===== src/rtl/up_counter_ctl.sv =====
`default_nettype none
// ============================================================================
// Module      : up_counter_ctl
// Description : Controllable up-counter with free-run (wrap at MAX, carry out
//               for cascading, sticky overflow) and one-shot (count from 0 to
//               a latched limit, then stop and flag done) modes.
// Revision    : 1.0 - initial release
// ============================================================================
module up_counter_ctl #(
  parameter int WIDTH = 4,
  parameter int MAX   = 15
) (
  input  logic             clk,
  input  logic             reset,
  input  logic             en,
  input  logic             start,
  input  logic             stop,
  input  logic             one_shot,
  input  logic [WIDTH-1:0] limit,
  input  logic             load,
  input  logic [WIDTH-1:0] load_val,
  output logic [WIDTH-1:0] count,
  output logic             busy,
  output logic             done,
  output logic             carry_out,
  output logic             overflow
);

  // --------------------------------------------------------------------------
  // Constants
  // --------------------------------------------------------------------------
  localparam logic [WIDTH-1:0] c_max      = WIDTH'(MAX);
  localparam logic [WIDTH-1:0] c_zero     = '0;
  localparam logic [WIDTH-1:0] c_one      = WIDTH'(1);

  localparam logic [1:0]       c_st_idle  = 2'd0;
  localparam logic [1:0]       c_st_run   = 2'd1;
  localparam logic [1:0]       c_st_done  = 2'd2;

  // An out-of-range MAX would let values above the wrap point be stored, so
  // refuse to elaborate rather than build a counter that misbehaves.
  generate
    if ((MAX <= 0) || (MAX > ((2 ** WIDTH) - 1))) begin : g_bad_max
      $error("up_counter_ctl: MAX must satisfy 0 < MAX <= 2**WIDTH-1");
    end
  endgenerate

  // --------------------------------------------------------------------------
  // State and datapath registers
  // --------------------------------------------------------------------------
  logic [1:0]       state_q,    state_d;
  logic [WIDTH-1:0] count_q,    count_d;
  logic             mode_q,     mode_d;     // 1 = one-shot, 0 = free-run
  logic [WIDTH-1:0] limit_q,    limit_d;    // one-shot terminal, already clamped
  logic             overflow_q, overflow_d;

  // --------------------------------------------------------------------------
  // Combinational helpers
  // --------------------------------------------------------------------------
  logic [WIDTH-1:0] w_count_inc;
  logic [WIDTH-1:0] w_load_clamped;
  logic [WIDTH-1:0] w_limit_clamped;
  logic             w_at_max;

  // Increment and clamp values shared by the next-state logic.
  always_comb begin
    w_count_inc     = count_q + c_one;
    w_load_clamped  = (load_val > c_max) ? c_max : load_val;
    w_limit_clamped = (limit > c_max) ? c_max : limit;
    w_at_max        = (count_q == c_max);
  end

  // State register: all architectural state updates on the rising edge.
  always_ff @(posedge clk) begin
    if (reset) begin
      state_q    <= c_st_idle;
      count_q    <= c_zero;
      mode_q     <= 1'b0;
      limit_q    <= c_zero;
      overflow_q <= 1'b0;
    end else begin
      state_q    <= state_d;
      count_q    <= count_d;
      mode_q     <= mode_d;
      limit_q    <= limit_d;
      overflow_q <= overflow_d;
    end
  end

  // Next-state logic; the if/else chain encodes stop > start > load > count.
  always_comb begin
    state_d    = state_q;
    count_d    = count_q;
    mode_d     = mode_q;
    limit_d    = limit_q;
    overflow_d = overflow_q;

    if (stop) begin
      // Abort: park in IDLE with count and overflow preserved for inspection.
      state_d = c_st_idle;
    end else if (start) begin
      // Start (or restart) always wins over a concurrent load or increment.
      state_d    = c_st_run;
      count_d    = c_zero;
      mode_d     = one_shot;
      limit_d    = w_limit_clamped;
      overflow_d = 1'b0;
    end else if (load) begin
      // Load leaves the state alone and takes the place of this cycle's count.
      count_d = w_load_clamped;
    end else if (en && (state_q == c_st_run)) begin
      if (!mode_q) begin
        if (w_at_max) begin
          count_d    = c_zero;
          overflow_d = 1'b1;
        end else begin
          count_d = w_count_inc;
        end
      end else begin
        // A load may have placed count at or beyond the limit; finish there
        // instead of incrementing further.
        if (count_q >= limit_q) begin
          state_d = c_st_done;
        end else begin
          count_d = w_count_inc;
          if (w_count_inc == limit_q) begin
            state_d = c_st_done;
          end
        end
      end
    end
  end

  // Output decode; carry is combinational so a cascaded stage steps on the
  // same edge on which this stage wraps.
  always_comb begin
    busy      = 1'b0;
    done      = 1'b0;
    carry_out = 1'b0;
    case (state_q)
      c_st_run: begin
        busy      = 1'b1;
        carry_out = en && !mode_q && w_at_max;
      end
      c_st_done: begin
        done = 1'b1;
      end
      default: begin
        busy = 1'b0;
      end
    endcase
  end

  assign count    = count_q;
  assign overflow = overflow_q;

endmodule
`default_nettype wire


===== config.mk =====
export PLATFORM = sky130hd
export DESIGN_NAME = up_counter_ctl
export DESIGN_NICKNAME = d
export VERILOG_FILES = /design/src/rtl/up_counter_ctl.sv
export SDC_FILE = /design/constraint.sdc
export NUM_CORES = 1
export LEC_CHECK = 0
export BUFFER_PORTS_ARGS = -buffer_cell sky130_fd_sc_hd__buf_2
export CELL_PAD_IN_SITES_DETAIL_PLACEMENT = 2
export CELL_PAD_IN_SITES_GLOBAL_PLACEMENT = 2
export CORE_MARGIN = 2
export CORE_UTILIZATION = 30
export CTS_BUF_LIST = sky130_fd_sc_hd__clkbuf_8
export CTS_CLUSTER_DIAMETER = 200
export DETAILED_ROUTE_END_ITERATION = 12
export PLACE_DENSITY = 0.92
export SETUP_SLACK_MARGIN = 0.1
export SYNTH_ARGS = -nofsm -noshare
export SYNTH_HDL_FRONTEND = slang
export SYNTH_SLANG_ARGS = --single-unit

===== constraint.sdc =====
create_clock -name clk -period 4.48 [get_ports clk]
set_input_delay 0.224 -clock clk [delete_from_list [all_inputs] [get_ports clk]]
set_output_delay 0.224 -clock clk [all_outputs]
set_load 0.1 [all_outputs]

==> qor.yml <==
status:
  status: "finished clean"
hold_path:
  hp-class: "input port to flop"
timing:
  skew_ps: 4.74
  setup_slack_ps: 2270
  max_slew.worst_pin.slew_ps: 496
  fin_crit_ps: 2210
  tns_ps: 0
  max_freq_mhz: 452
  setup_violations: 0
  max_slew_margin: 0.672
  final-max-slew-violation-count: 0
  rsz0062_at_grt: "no"
  fin_crit_sh: 0.494
  finalHoldViolCount: 0
routing:
  dr.pass1.iters: 3
  antenna_left: 0
  wire_per_inst_um: 17.2
  num_vias: 778
  drtIter0Drc: 3
  routed_wl_um: 2530
  drcViolationCount: 0
  vias_per_cell: 5.29
setup_path:
  worstSetupStartpointType: "flop"
  crit_arrival_ps: 2340
  cp-end-kind: "flop"
  critPathMaxFanout: 6
  crit_type: "flop to flop"
  crit_required_ps: 4610
clock_network:
  numCtsBuffers: 3
  worstSkewPairLatency_ps: 250
  clock_tree.root_cell: "clkbuf_8"
  clkSinkCount: 12
  postCtsSetupRepairBufs: 0
  hold_buffers: 0
  cts_tree: "done"
  post_cts_resized: 0
  htreeDepth: 1
  path_clk_slew_ps: 50
  cts_buffer_depth: 2
grt:
  grt_pass1_wl_um: 4080
  grt_antenna_before_repair: 0
  grt_pass1_vias: 838
  grt.total_usage: 0.206
  grt_max_degree: 13
  grt_overflow: 0
power:
  ir_drop_mv: 0.233
  power_density_nw_per_um2: 317
  totalPowerFinal_mw: 0.302
  total_leakage_power_nw: 0.432
synthesis:
  synth-xor-area-share: 0.0699
  netlist_top_cells_area: "dfxtp_1 (32%), nor2_1 (9.0%), ha_1 (8.3%)"
  synth_cell_types: 27
  muxShareOfSynthArea: 0.0532
  synth_top_area_share: 0.319
  syn_inst: 92
  ys_warn_count: 0
  synth_edf_count: 0
  synthAdderAreaFrac: 0.0832
  synth_top_family_by_area: "simple AND/OR/NAND/NOR gates"
  syn_nets: 112
  syn_avg_cell_area_um2: 8.17
  synthTopCellsByCount: "nor2_1 (18), dfxtp_1 (12), nand2_1 (8)"
  synth_simple_gate_area_frac: 0.288
  yosysMostFrequentCell: "nor2_1"
  yosysTopAreaCell: "dfxtp_1"
  synth.cell_area_um2: 752
  ys_ff_latch: 12
  ys_async_sr_fraction: 0
  ys_seq_area_frac: 0.319
  synth_compound_area_frac: 0.151
  dominantRegCellSynth: "dfxtp_1"
finish:
  final_layout_size_suffix_gt1_frac: 0.265
  n_antenna_cell: 0
  nNetsFinal: 138
  area_growth_pct: 26.5
floorplanning:
  die_y_um: 54.1
  io_pins: 23
  core_area_um2: 2430
  die_x_um: 54.1
  die_area_um2: 2920
  start_util: 0.309
  rows: 18
placed_design:
  gp_congestion: 0.764
  dp_hpwl_um: 1970
  port_buffers: 22
  pre_cts_ws_ps: 2320
job:
  maxCapViolCount: 0
[where the power goes]
group	switching, mW	total (mW)	internal, mW
registers	0.00444	0.115	0.111
clock network	0.0439	0.122	0.0779
logic	0.0425	0.0644	0.0219
total	0.0909	0.302	0.211
[sequential cells by signal (all words and copies together) (netlist names)]
register,cells
count,4
limit_q,4
mode_q,1
overflow,1
state_q,2
[cell usage in the layout, fill, tap and decap left out, types with 2 or more instances in the layout]
cell type and count:
clkbuf_8 4, dfxtp_1 12, mux2i_1 4, nor2_1 18
buf_2 22, nand3_1 4, inv_1 6, nand2_1 8
nor3_1 3, xor2_1 4, o21ai_0 2, xnor2_1 2
ha_1 5, nor2b_1 2, a21oi_1 6, o31ai_1 2
nand2b_1 2
[cells by family (layout without fill, tap and decap cells)]
kind of cell	count (synthesis)	count (layout)
DFF	12	12
and+or+nand+nor	42	42
muxes	4	4
xor gates and xnor gates	6	6
adders and majority gates	5	5
AOI/OAI and AO/OA	16	16
buffers and inverters	7	32
[final timing paths]
kind                                 start    endpoint  slack (ps)  cells past startpoint
worst max register to register    count[0]    count[1]        2270                      7
worst min-delay path              limit[3]  limit_q[3]         210                      3
worst max-delay path              count[0]    count[1]        2270                      7
worst min register to register  limit_q[0]  limit_q[0]         520                      2
[per-layer routing]
metal  wire length (um)  vias up  GRT usage
li1                   -      371          -
met4                 71        0     0.0958
met2               1380       25      0.394
met5                  0        -          0
met1                964      372      0.201
met3                113       10     0.0556
[through the flow]
stage	instance area (um^2)	cells	utilization	hold WS, ps
final	951	147	0.391	206
after global routing	951	147	0.391	228
after CTS	951	147	0.391	206
after detailed placement	896	143	0.368	464
after global placement	896	143	0.368	446
after floorplan	752	92	-	295
[area by class of cell]
| type | count | area, um^2 |
|---|---|---|
| fill | 299 | 1480 |
| multi-input combinational | 73 | 485 |
| sequential | 12 | 240 |
| timing repair buffer | 22 | 110 |
| clock buffer | 4 | 55.1 |
| tap | 30 | 37.5 |
| inverter | 6 | 22.5 |
[critical path: stages (launching register included)]
cell       delay (ps)
dfxtp_1           420
inv_1             100
ha_1              360
nand2b_1          200
a2111oi_2         460
o41a_2            300
mux2i_1           210
nor2_1             60
(Power assumes the default switching activity.)
